`src/rtl/bg_mean_calc_pkg.sv`:
```
// Shared definitions for the background-mean stage and the pe that consumes its result.
// The state encoding is shared so the pe and its bench can decode the one-hot flags alike.
package bg_pkg;

    localparam int PIX_W          = 8;
    localparam int NUM_PIXELS_DEF = 25;
    localparam int ACC_WIDTH_DEF  = 16;
    localparam int CNT_WIDTH_DEF  = 8;

    localparam logic [1:0] QI   = 2'd0;
    localparam logic [1:0] QACC = 2'd1;
    localparam logic [1:0] QDIV = 2'd2;
    localparam logic [1:0] QD   = 2'd3;

    typedef struct packed {
        logic [PIX_W-1:0] red;
        logic [PIX_W-1:0] green;
        logic [PIX_W-1:0] blue;
    } rgb_t;

    // Smallest accumulator that cannot overflow for a given frame sample size.
    function automatic int min_acc_width(input int pixels);
        return PIX_W + $clog2(pixels);
    endfunction

endpackage

```
`src/rtl/bg_mean_calc_divider.sv`:
```
// Restoring divider producing one quotient bit per busy cycle, MSB first.
// The iteration count lives in the parent so several dividers can share one counter.
module seq_divider
    import bg_pkg::*;
#(
    parameter int WIDTH  = ACC_WIDTH_DEF,
    parameter int QUOT_W = PIX_W
) (
    input  logic              clk,
    input  logic              rst_n,
    input  logic              start,
    input  logic              busy,
    input  logic              last,
    input  logic [WIDTH-1:0]  dividend,
    input  logic [WIDTH-1:0]  divisor,
    output logic              done,
    output logic [QUOT_W-1:0] quotient
);

    logic [WIDTH-1:0] rem;
    logic [WIDTH-1:0] dq;
    logic [WIDTH-1:0] dsr;
    logic [WIDTH:0]   trial;
    logic [WIDTH:0]   diff;
    logic             fits;
    logic [WIDTH-1:0] rem_nxt;
    logic [WIDTH-1:0] dq_nxt;

    // dq starts as the dividend and fills with quotient bits as it shifts left.
    always_comb begin
        trial   = {rem, dq[WIDTH-1]};
        diff    = trial - {1'b0, dsr};
        fits    = ~diff[WIDTH];
        rem_nxt = fits ? diff[WIDTH-1:0] : trial[WIDTH-1:0];
        dq_nxt  = {dq[WIDTH-2:0], fits};
    end

    always_ff @(posedge clk or negedge rst_n) begin
        if (!rst_n) begin
            rem <= '0;
            dq  <= '0;
            dsr <= '0;
        end else if (start) begin
            rem <= '0;
            dq  <= dividend;
            dsr <= divisor;
        end else if (busy) begin
            rem <= rem_nxt;
            dq  <= dq_nxt;
        end
    end

    // Quotient includes the bit being resolved this cycle, so the final value is
    // available on the same edge that retires the last iteration.
    assign done     = busy & last;
    assign quotient = busy ? dq_nxt[QUOT_W-1:0] : dq[QUOT_W-1:0];

endmodule

```
`src/rtl/bg_mean_calc.sv`:
```
// Accumulates a sampled set of background pixels and presents the per-channel mean.
//   state | meaning
//   QI    | idle, waiting for Start
//   QACC  | accepting pixels, summing channels
//   QDIV  | dividing sums by pixel count, ACC_WIDTH cycles
//   QD    | result valid, waiting for Ack
module bg_mean_calc
    import bg_pkg::*;
#(
    parameter int NUM_PIXELS = NUM_PIXELS_DEF,
    parameter int ACC_WIDTH  = ACC_WIDTH_DEF,
    parameter int CNT_WIDTH  = CNT_WIDTH_DEF
) (
    input  logic             Clk,
    input  logic             Reset,
    input  logic             Start,
    input  logic             Ack,
    input  logic             In_Valid,
    input  logic             In_Last,
    input  logic [PIX_W-1:0] red_in,
    input  logic [PIX_W-1:0] green_in,
    input  logic [PIX_W-1:0] blue_in,
    output logic             In_Ready,
    output logic [PIX_W-1:0] red_exp,
    output logic [PIX_W-1:0] green_exp,
    output logic [PIX_W-1:0] blue_exp,
    output logic             Done,
    output logic             Qi,
    output logic             Qacc,
    output logic             Qdiv,
    output logic             Qd
);

    localparam int ITER_W = $clog2(ACC_WIDTH + 1);

    if (ACC_WIDTH < min_acc_width(NUM_PIXELS)) begin : g_acc_width_check
        $error("ACC_WIDTH too small for NUM_PIXELS");
    end
    if (NUM_PIXELS > (1 << CNT_WIDTH) - 1) begin : g_cnt_width_check
        $error("CNT_WIDTH cannot hold NUM_PIXELS");
    end

    logic [1:0]           state;
    logic [ACC_WIDTH-1:0] sum_r, sum_g, sum_b;
    logic [ACC_WIDTH-1:0] sum_r_nxt, sum_g_nxt, sum_b_nxt;
    logic [CNT_WIDTH-1:0] count;
    logic [CNT_WIDTH-1:0] count_nxt;
    logic [ITER_W-1:0]    iter;
    logic                 iter_tc;
    logic                 accept;
    logic                 pix_last;
    logic                 in_div;
    logic                 done_r, done_g, done_b;
    logic                 div_done;
    logic [PIX_W-1:0]     quot_r, quot_g, quot_b;
    rgb_t                 exp_q;

    assign accept    = (state == QACC) & In_Valid;
    assign sum_r_nxt = sum_r + ACC_WIDTH'(red_in);
    assign sum_g_nxt = sum_g + ACC_WIDTH'(green_in);
    assign sum_b_nxt = sum_b + ACC_WIDTH'(blue_in);
    assign count_nxt = count + 1'b1;
    assign pix_last  = accept & (In_Last | (count_nxt == CNT_WIDTH'(NUM_PIXELS)));
    assign in_div    = (state == QDIV);
    assign iter_tc   = (iter == '0);
    assign div_done  = done_r & done_g & done_b;

    // Dividers load the final sums on the accepting edge, so QDIV spends every
    // one of its ACC_WIDTH cycles resolving quotient bits.
    seq_divider #(.WIDTH(ACC_WIDTH), .QUOT_W(PIX_W)) u_div_r (
        .clk      (Clk),
        .rst_n    (Reset),
        .start    (pix_last),
        .busy     (in_div),
        .last     (iter_tc),
        .dividend (sum_r_nxt),
        .divisor  (ACC_WIDTH'(count_nxt)),
        .done     (done_r),
        .quotient (quot_r)
    );

    seq_divider #(.WIDTH(ACC_WIDTH), .QUOT_W(PIX_W)) u_div_g (
        .clk      (Clk),
        .rst_n    (Reset),
        .start    (pix_last),
        .busy     (in_div),
        .last     (iter_tc),
        .dividend (sum_g_nxt),
        .divisor  (ACC_WIDTH'(count_nxt)),
        .done     (done_g),
        .quotient (quot_g)
    );

    seq_divider #(.WIDTH(ACC_WIDTH), .QUOT_W(PIX_W)) u_div_b (
        .clk      (Clk),
        .rst_n    (Reset),
        .start    (pix_last),
        .busy     (in_div),
        .last     (iter_tc),
        .dividend (sum_b_nxt),
        .divisor  (ACC_WIDTH'(count_nxt)),
        .done     (done_b),
        .quotient (quot_b)
    );

    always_ff @(posedge Clk or negedge Reset) begin
        if (!Reset) begin
            state <= QI;
            sum_r <= '0;
            sum_g <= '0;
            sum_b <= '0;
            count <= '0;
            iter  <= '0;
            exp_q <= '0;
        end else begin
            case (state)
                QI: begin
                    if (Start) begin
                        state <= QACC;
                        sum_r <= '0;
                        sum_g <= '0;
                        sum_b <= '0;
                        count <= '0;
                    end
                end
                QACC: begin
                    if (accept) begin
                        sum_r <= sum_r_nxt;
                        sum_g <= sum_g_nxt;
                        sum_b <= sum_b_nxt;
                        count <= count_nxt;
                        if (pix_last) begin
                            state <= QDIV;
                            iter  <= ITER_W'(ACC_WIDTH - 1);
                        end
                    end
                end
                QDIV: begin
                    if (div_done) begin
                        exp_q <= '{red: quot_r, green: quot_g, blue: quot_b};
                        state <= QD;
                    end else begin
                        iter <= iter - 1'b1;
                    end
                end
                QD: begin
                    if (Ack) begin
                        state <= QI;
                    end
                end
                default: state <= QI;
            endcase
        end
    end

    assign Qi        = (state == QI);
    assign Qacc      = (state == QACC);
    assign Qdiv      = (state == QDIV);
    assign Qd        = (state == QD);
    assign In_Ready  = Qacc;
    assign Done      = Qd;
    assign red_exp   = exp_q.red;
    assign green_exp = exp_q.green;
    assign blue_exp  = exp_q.blue;

endmodule

```
`config.mk`:
```
export PLATFORM = sky130hd
export DESIGN_NAME = bg_mean_calc
export DESIGN_NICKNAME = d
export VERILOG_FILES = /design/src/rtl/bg_mean_calc_pkg.sv /design/src/rtl/bg_mean_calc_divider.sv /design/src/rtl/bg_mean_calc.sv
export SDC_FILE = /design/constraint.sdc
export NUM_CORES = 1
export LEC_CHECK = 0
export CAP_MARGIN = 20
export CORE_MARGIN = 5
export CORE_UTILIZATION = 35
export CTS_CLUSTER_DIAMETER = 200
export DETAILED_ROUTE_END_ITERATION = 7
export PLACE_DENSITY_LB_ADDON = 0.1
export SLEW_MARGIN = 20
export SYNTH_ARGS = -nofsm -noshare
export SYNTH_HDL_FRONTEND = slang
export SYNTH_SLANG_ARGS = --single-unit
```
`constraint.sdc`:
```
create_clock -name Clk -period 5.1 [get_ports Clk]
set_clock_uncertainty 0.1 [all_clocks]
set_input_delay 0.765 -clock Clk [delete_from_list [all_inputs] [get_ports Clk]]
set_output_delay 0.765 -clock Clk [all_outputs]
set_load 0.02 [all_outputs]
```
==> results.py, run 1 <==
metrics = {
    "die": {
        "core-area_sq_um": 32500,
        "std_cell_rows": 66,
        "dieArea_sq_um": 36400,
        "dieHeight_microns": 191,
        "ioPinCount": 60,
        "die_w_microns": 191,
        "start_util": 0.353,
    },
    "logic_synthesis": {
        "yosysMostFrequentCell": "dfrtp_1",
        "synth_top_area_share": 0.417,
        "synth_edf_count": 0,
        "synthFlopType": "dfrtp_1",
        "yosysTopAreaCell": "dfrtp_1",
        "synth.cell_area_sq_um": 11500,
        "async_reset_ff_frac": 1.00,
        "synth_area_leaders": "dfrtp_1 (42%), ha_1 (6.1%), o21ai_0 (5.3%)",
        "synth_seq_cells": 191,
        "syn_nets": 1324,
        "synth_common_cells": "dfrtp_1 (191), o21ai_0 (121), a21oi_1 (111), nand2_1 (111), nor2_1 (63)",
        "seq_area_frac_synth": 0.417,
        "ys.warnings.count": 0,
        "synth_area_per_cell_sq_um": 9.30,
        "syn_inst": 1232,
        "yosysUniqueCellTypes": 65,
    },
    "clock_network": {
        "ctsHoldBuffers": 0,
        "insertion_delay_ns": 0.44,
        "numCtsBuffers": 17,
        "post_cts_resized": 0,
        "cts_tree": "built",
        "cts.clk_slew.worst_paths_ns": 0.09,
        "cts_setup_buffers": 0,
        "cts-root-buf": "clkbuf_16",
        "cts_sinks": 191,
        "cts_max_level": 4,
        "cts.path.max_buffers": 2,
    },
    "setup_path": {
        "cp.required_ns": 5.30,
        "cp-start-kind": "flop",
        "crit_top_cell": "xnor2_1",
        "cp_slowest_cell": "xnor2_1",
        "cp.arrival_ns": 3.54,
        "critPathMaxFanout": 9,
        "cp_slowest_stage_delay_ns": 0.55,
        "cp-end-kind": "flop",
        "critPathKind": "flop to flop",
        "path_buf_inv": 1,
        "critPathTopFamily": "XOR/XNOR gates",
        "crit_chain": "ha_1 > fa_1 > nand2b_1 > a211oi_1 > nor3_4 > xnor2_1 > buf_4 > nor4_1 > xnor2_1 > a21oi_1",
    },
    "global_route": {
        "grt_pass1_vias": 9109,
        "grt_start_max_net_pins": 97,
        "grt_pass1_wl_microns": 48500,
        "grt_usage": 0.163,
        "antenna_found_initial": 0,
        "grt.overflow.total": 0,
    },
    "pwr": {
        "power_density_nw_per_um2": 630,
        "power.leakage_nw": 5.56,
        "ir_drop_mv": 0.276,
    },
    "route": {
        "routed_wl_microns": 28400,
        "dr.pass1.iters": 5,
        "drtIter0Drc": 388,
        "drc": 0,
        "drtAntennaViolNets": 0,
        "vias": 8946,
        "viasPerCell": 5.23,
        "wl_per_cell_microns": 16.6,
    },
    "timing": {
        "timing.fmax_ghz": 0.300,
        "tns_ns": 0,
        "timing.final.crit_share": 0.654,
        "rsz0062_at_grt": "false",
        "finalHoldViolations": 0,
        "tightest_slew_ns": 0.952,
        "final_max_slew_viol_count": 0,
        "setup_viol": 0,
        "period_needed_ns": 3.34,
        "slew_headroom": 0.365,
        "hold_slack_ns": 0.226,
    },
    "finish": {
        "final_cells": 1712,
        "syn_to_final_growth_pct": 14.9,
        "drive_gt1_frac": 0.0669,
        "nets": 1349,
        "design_area_sq_um": 13200,
        "antenna_cells": 0,
        "fillers": 3254,
    },
    "placed_design": {
        "place.gp.congestion": 0.799,
        "port_buffers": 59,
        "dpl-instance-area_sq_um": 12500,
        "place_inst": 1678,
        "place_hpwl_microns": 19100,
    },
    "run_status": {
        "status": "finished, final reports clean",
    },
    "run": {
        "cap_violations": 0,
    },
    "hold_path": {
        "hold_path_class": "input port to async pin",
    },
}
## layout make-up
| class | instances | area (sq um) | area share |
|---|---|---|---|
| clock buffers | 17 | 425 | 0.0323 |
| clock inverters | 15 | 189 | 0.0144 |
| inverters | 37 | 139 | 0.0106 |
| multi-input cells | 937 | 6310 | 0.479 |
| flip-flops and latches | 191 | 4780 | 0.363 |
| well taps | 442 | 553 | 0.0420 |
| repair buffers | 73 | 764 | 0.0581 |
## per-layer routing
metal | part of all wire | vias to the layer above | track usage
li1 | - | 4497 | -
met1 | 0.49 | 4334 | 0.231
met2 | 0.47 | 97 | 0.263
met3 | 0.025 | 18 | 0.0256
met4 | 0.012 | 0 | 0.0365
met5 | 0 | - | 0
## sequential cells by signal, indices dropped and copies added (netlist names)
register and cells:
u_div_g.dq 16, u_div_g.dsr 8, u_div_b.dq 16, sum_b 16
count 8, green_exp 8, u_div_g.rem 16, red_exp 8
u_div_r.rem 16, iter 5, blue_exp 8, sum_g 16
state 2, u_div_r.dq 16, sum_r 16, u_div_b.rem 16
## cells by family (layout without fill, tap and decap cells)
logic type,after synthesis,in the layout,synth area share
AOI/OAI and AO/OA,402,402,0.211
xor gates and xnor gates,83,83,0.0641
adders and majority gates,62,62,0.0717
buffers and inverters,104,142,0.0350
DFF,191,191,0.417
muxes,69,69,0.0634
and+or+nand+nor,321,321,0.137
## final timing paths
kind	startpoint	to	slack, ns	depth (start not counted)
setup / recovery	u_div_g.dsr[0]	u_div_b.rem[11]	1.76	10
hold / removal	Reset	u_div_g.dq[0]	0.23	1
setup reg to reg	u_div_g.dsr[0]	u_div_b.rem[11]	1.76	10
hold reg to reg	sum_r[7]	sum_r[7]	0.39	2
max in group asynchronous	Reset	sum_g[7]	3.55	2
min in group Clk	sum_r[7]	sum_r[7]	0.39	2
## cells in the final DEF (no fill, tap or decap), types with 4 or more instances in the layout
cell type        synthesis  final
a2111oi_0                5      5
a211oi_1                32     32
a21boi_0                 4      4
a21o_1                  15     15
a21oi_1                111    111
a22o_1                  18     18
a22oi_1                  4      4
a31oi_1                  9      9
and2_1                   5      5
and3_1                   8      8
buf_4                    2     10
clkbuf_16                0     17
clkdlybuf4s50_1          0     58
dfrtp_1                191    191
fa_1                     6      6
ha_1                    56     55
inv_1                   37     37
inv_8                    0      5
mux2_2                  26     26
mux2i_1                 41     41
nand2_1                111    110
nand2b_1                13     13
nand3_1                 27     26
nand3b_1                 5      5
nand4_1                  4      4
nor2_1                  63     63
nor2b_1                 30     28
nor3_1                  18     18
nor4_1                   9      9
o211ai_1                 7      7
o21a_1                   9      9
o21ai_0                121    121
o21ai_1                 27     27
o31ai_1                 12     12
or3_1                    8      8
xnor2_1                 45     45
xor2_1                  37     37
## per-stage QoR
step	util	setup slack [ns]	total power, mW
CTS	0.404	1.72	8.37
global placement	0.385	1.78	6.87
finish	0.405	1.76	8.29
floorplan	-	2.22	5.80
detailed placement	0.385	1.75	6.90
global route	0.405	1.45	9.08
## report_power, final
group / internal (mW) / switching [mW]
registers: 2.09 / 0.520
logic: 1.84 / 2.42
clock network: 0.713 / 0.705
total: 4.64 / 3.65
Power figures use the tool's default switching activity.
==> run 2: changes to the inputs <==
Clock period 5.1 ns to 3.1 ns, I/O delays scaled along.
==> run 2 against run 1 <==
Utilization increased by 0.54 points. Sequential power increased by 64%. Die area unchanged. Cell area increased by 1.3%. Wire length decreased by 0.63%. Cell count increased by 1.3%. Hold slack improved by 0.16 ns. Total power increased by 64%. Global-route usage decreased by 0.24 points.
==> results.py, run 2 (same netlist as run 1, synthesis figures left out) <==
metrics = {
    "route": {
        "viasPerCell": 5.23,
        "drtIter0Drc": 417,
        "drc": 0,
        "drtAntennaViolNets": 0,
        "vias": 9072,
        "routed_wl_microns": 28200,
        "dr.pass1.iters": 4,
        "wl_per_cell_microns": 16.3,
    },
    "pwr": {
        "clkPwrFrac": 0.161,
        "p_int_mw": 7.66,
        "power_switching_mw": 5.95,
        "ir_drop_mv": 0.656,
        "power.leakage_nw": 5.67,
        "p_sw_frac": 0.437,
        "pwr-share-seq": 0.313,
        "p_total_mw": 13.6,
        "power_density_nw_per_um2": 1020,
        "pwr-share-comb": 0.526,
    },
    "setup_path": {
        "cp_slowest_cell": "dfrtp_1",
        "crit_top_cell": "buf_4",
        "reg2reg_depth": 10,
        "critPathMaxFanout": 9,
        "critPathKind": "flop to flop",
        "cp-start-kind": "flop",
        "reg2reg_to": "u_div_g.rem[1]",
        "cp.arrival_ns": 3.08,
        "cp.required_ns": 3.36,
        "rrSetupSlack_ns": 0.28,
        "crit_chain": "ha_1 > fa_1 > nand2b_1 > a211oi_1 > buf_4 > nor3_1 > xnor2_1 > buf_4 > mux2_2 > a21oi_1",
        "cp-end-kind": "flop",
        "cp_slowest_stage_delay_ns": 0.44,
        "regToRegStartpoint": "u_div_g.dsr[0]",
    },
    "global_route": {
        "grt_start_max_net_pins": 109,
        "grt.overflow.total": 0,
        "grt_pass1_wl_microns": 47900,
        "grt_pass1_vias": 9084,
        "grt_usage": 0.160,
        "antenna_found_initial": 0,
    },
    "hold_path": {
        "hold_path_end": "sum_r[5]",
        "hp-start": "sum_r[5]",
        "holdPathStages": 2,
        "hold_path_class": "flop to flop",
    },
    "die": {
        "std_cell_rows": 66,
        "start_util": 0.353,
        "ioPinCount": 60,
        "dieHeight_microns": 191,
        "die_w_microns": 191,
        "core-area_sq_um": 32500,
        "dieArea_sq_um": 36400,
    },
    "finish": {
        "nets": 1371,
        "fillers": 3256,
        "drive_gt1_frac": 0.0820,
        "antenna_cells": 0,
        "final_cells": 1734,
        "final_cell_mix": "dfrtp_1 (191), o21ai_0 (121), nand2_1 (110), a21oi_1 (110), nor2_1 (63)",
        "syn_to_final_growth_pct": 16.4,
        "final_common_cell": "dfrtp_1",
        "design_area_sq_um": 13300,
    },
    "timing": {
        "timing.fmax_ghz": 0.355,
        "rsz0062_at_grt": "false",
        "final_max_slew_viol_count": 0,
        "tns_ns": 0,
        "timing.final.crit_share": 0.909,
        "slew_headroom": 0.599,
        "period_needed_ns": 2.82,
        "setup_ws_ns": 0.281,
        "finalHoldViolations": 0,
        "tightest_slew_ns": 0.602,
        "setup_viol": 0,
    },
    "placed_design": {
        "place.gp.congestion": 0.798,
        "place_inst": 1701,
        "port_buffers": 59,
        "place_ws_ns": 0.151,
        "dpl-instance-area_sq_um": 12700,
        "place_hpwl_microns": 19600,
    },
    "run_status": {
        "status": "finished, final reports clean",
    },
    "clock_network": {
        "numCtsBuffers": 17,
        "cts_setup_buffers": 0,
        "cts_tree": "built",
        "cts_sinks": 191,
        "cts.path.max_buffers": 2,
        "cts.clk_slew.worst_paths_ns": 0.07,
        "cts_max_level": 4,
        "insertion_delay_ns": 0.44,
        "cts-root-buf": "clkbuf_16",
    },
    "run": {
        "cap_violations": 0,
    },
}
## run 2: cell types whose count changed in the layout (fill, tap and decap cells not counted), moves of 2 or more
cell | previous run | this run
buf_12 | 2 | 9
clkinv_4 | 0 | 2
buf_4 | 10 | 26
inv_6 | 2 | 4
buf_16 | 2 | 0
## run 2: routing by layer
metal	part of all wire	GRT usage
met5	0	0
met4	0.0059	0.0287
met3	0.022	0.0263
met2	0.46	0.257
met1	0.51	0.231
## run 2: worst max-delay path by stage
stage / end / from
after floorplan: u_div_g.rem[2] / u_div_g.dsr[0]
after global placement: sum_g[12] / green_in[0]
after detailed placement: sum_g[12] / green_in[0]
after CTS: u_div_r.rem[4] / u_div_r.dq[15]
after global routing: u_div_r.rem[2] / u_div_r.dq[15]
final: u_div_g.rem[1] / u_div_g.dsr[0]
## run 2: what timing repair did
| action | 4_1_cts | 5_1_grt |
|---|---|---|
| setup endpoints to repair | 0 | 1 |
| hold buffers | 1 | 0 |
| endpoints found under the hold margin | 62 | 0 |
| gates resized for setup | 0 | 1 |
## run 2: per-stage QoR
step	utilization	hold WS, ns
6_report	0.411	0.384
5_1_grt	0.411	0.429
4_1_cts	0.411	0.393
3_5_place_dp	0.393	0.375
3_3_place_gp	0.393	0.368
2_1_floorplan	-	0.0694
## run 2: worst max-delay path, delay by kind of cell (launching register included)
kind | cells | cell delay [ns]
buffers and inverters | 2 | 0.39
AND/OR/NAND/NOR | 2 | 0.28
XOR/XNOR | 1 | 0.19
multiplexers | 1 | 0.34
AO/OA/AOI/OAI | 2 | 0.37
flip-flops | 1 | 0.44
adder cells (fa/ha/maj) | 2 | 0.63
## run 2: layout make-up
cell class | count | area (sq um) | share of cell area
Multi-Input combinational cell | 937 | 6310 | 0.473
Sequential cell | 191 | 4780 | 0.358
Timing Repair Buffer | 95 | 980 | 0.0735
Tap cell | 442 | 553 | 0.0415
Clock buffer | 18 | 429 | 0.0322
Clock inverter | 14 | 143 | 0.0107
Inverter | 37 | 139 | 0.0104
## run 2: power groups by stage
stage | Sequential (mW) | Clock, mW | Combinational [mW]
3_5_place_dp | 4.31 | 0 | 7.20
2_1_floorplan | 4.04 | 0 | 5.50
4_1_cts | 4.28 | 2.26 | 7.23
5_1_grt | 4.43 | 2.37 | 8.12
6_report | 4.27 | 2.19 | 7.16
3_3_place_gp | 4.31 | 0 | 7.16
==> run 3: changes to the inputs <==
Settings changed: CORE_UTILIZATION 35 to 55, MAX_ROUTING_LAYER set to met4.
==> run 3 against run 2 <==
Cell area fell by 2.0%. First-iteration DRC count rose by 32%. Largest cell class unchanged. Via count rose by 0.41%. Highest routed layer unchanged. Clock power rose by 7%. Sequential power about the same. Critical path depth shrank 1. Largest power group unchanged. Critical path type unchanged. Utilization rose by 23 points. Register-to-register slack got worse by 0.06 ns. Total power is 0.53% higher.
==> results.py, run 3 (same netlist as run 1, synthesis figures left out) <==
metrics = {
    "timing": {
        "slew_headroom": 0.533,
        "finalHoldViolations": 0,
        "final_max_slew_viol_count": 0,
        "tightest_slew_ns": 0.697,
        "rsz0062_at_grt": "false",
        "tns_ns": 0,
        "setup_viol": 0,
        "period_needed_ns": 2.88,
        "timing.fmax_ghz": 0.347,
        "timing.final.crit_share": 0.928,
    },
    "die": {
        "start_util": 0.562,
        "std_cell_rows": 52,
        "ioPinCount": 60,
        "core-area_sq_um": 20400,
        "dieArea_sq_um": 23800,
        "dieHeight_microns": 154,
        "die_w_microns": 154,
    },
    "clock_network": {
        "insertion_delay_ns": 0.44,
        "cts_max_level": 4,
        "cts_sinks": 191,
        "cts.clk_slew.worst_paths_ns": 0.08,
        "cts_tree": "built",
        "cts-root-buf": "clkbuf_16",
        "numCtsBuffers": 17,
        "cts.path.max_buffers": 2,
    },
    "setup_path": {
        "cp.required_ns": 3.36,
        "cp-end-kind": "flop",
        "critPathMaxFanout": 8,
        "critPathKind": "flop to flop",
        "cp-start-kind": "flop",
        "cp.arrival_ns": 3.13,
    },
    "finish": {
        "final_cells": 1558,
        "drive_gt1_frac": 0.0792,
        "antenna_cells": 0,
        "final_common_cell": "dfrtp_1",
        "syn_to_final_growth_pct": 14.1,
        "nets": 1367,
        "fillers": 1679,
        "final_cell_mix": "dfrtp_1 (191), o21ai_0 (121), a21oi_1 (111), nand2_1 (110), nor2_1 (63)",
        "finish.utilization": 0.642,
    },
    "route": {
        "viasPerCell": 5.85,
        "top_layer_used": "met4",
        "drc": 0,
        "wl_per_cell_microns": 16.5,
        "drtIter0Drc": 551,
        "dr.pass1.iters": 5,
        "wl_met1_microns": 12500,
        "routed_wl_microns": 25700,
        "vias": 9109,
        "drtAntennaViolNets": 0,
        "dr_wl_met2_microns": 12100,
        "wl_met3_microns": 896,
    },
    "run": {
        "cap_violations": 0,
    },
    "placed_design": {
        "port_buffers": 59,
        "place.gp.congestion": 0.909,
        "place_inst": 1525,
        "place_hpwl_microns": 17300,
    },
    "global_route": {
        "antenna_found_initial": 0,
        "grt_start_max_net_pins": 107,
        "grt_pass1_wl_microns": 43700,
        "grt_usage": 0.226,
        "grt.overflow.total": 0,
        "grt_pass1_vias": 8784,
    },
    "pwr": {
        "power.leakage_nw": 5.65,
        "ir_drop_mv": 0.522,
        "power_density_nw_per_um2": 1050,
        "p_total_mw": 13.7,
    },
    "hold_path": {
        "hold_path_class": "flop to flop",
    },
    "run_status": {
        "status": "finished, final reports clean",
    },
}
-- run 3: metal layers --
| metal | vias up | GRT usage |
|---|---|---|
| met5 | - | - |
| met4 | 0 | 0.0475 |
| met3 | 16 | 0.0358 |
| met2 | 145 | 0.352 |
| met1 | 4417 | 0.318 |
| li1 | 4531 | - |
-- run 3: area by class of cell --
class	instances	area (sq um)	area share
timing repair buffer	91	875	0.0669
clock buffer	18	439	0.0336
tap	270	338	0.0258
multi-input combinational	937	6300	0.482
inverter	37	139	0.0106
clock inverter	14	195	0.0149
sequential	191	4780	0.366
-- run 3: stage by stage --
step | setup slack (ns) | hold WS [ns] | area [sq um]
finish | 0.222 | 0.394 | 13100
global route | 0.0517 | 0.401 | 13100
CTS | 0.225 | 0.394 | 13100
detailed placement | 0.130 | 0.378 | 12400
global placement | 0.146 | 0.369 | 12400
floorplan | 0.215 | 0.0694 | 11500
-- run 3: critical path, cell delays in order (launching register included) --
cell and delay, ns:
dfrtp_1 0.43, ha_1 0.23, fa_1 0.40, nand2b_1 0.19, a21oi_1 0.22, a2bb2oi_1 0.23
or2_1 0.21, xnor2_2 0.26, mux2_1 0.38, a21oi_1 0.15
-- run 3: worst paths after layout --
| check | startpoint | end | slack (ns) | depth (start not counted) |
|---|---|---|---|---|
| min in group asynchronous | Reset | u_div_g.rem[15] | 0.50 | 2 |
| min reg2reg | sum_b[7] | sum_b[7] | 0.39 | 2 |
| min | sum_b[7] | sum_b[7] | 0.39 | 2 |
| max reg2reg | u_div_g.dsr[0] | u_div_r.rem[1] | 0.22 | 9 |
| max | u_div_g.dsr[0] | u_div_r.rem[1] | 0.22 | 9 |
| max in group asynchronous | Reset | sum_b[14] | 1.61 | 3 |
-- run 3: where the power goes --
part | internal (mW) | switching, mW
Clock | 1.26 | 1.08
Sequential | 3.43 | 0.829
Combinational | 3.10 | 3.99
-- run 3: what timing repair did --
action                                 in CTS  in global routing
setup endpoints to repair                   0                  4
gates resized for setup                     0                  1
endpoints found under the hold margin      67                  0
setup buffers                               0                  0
hold buffers                                1                  0
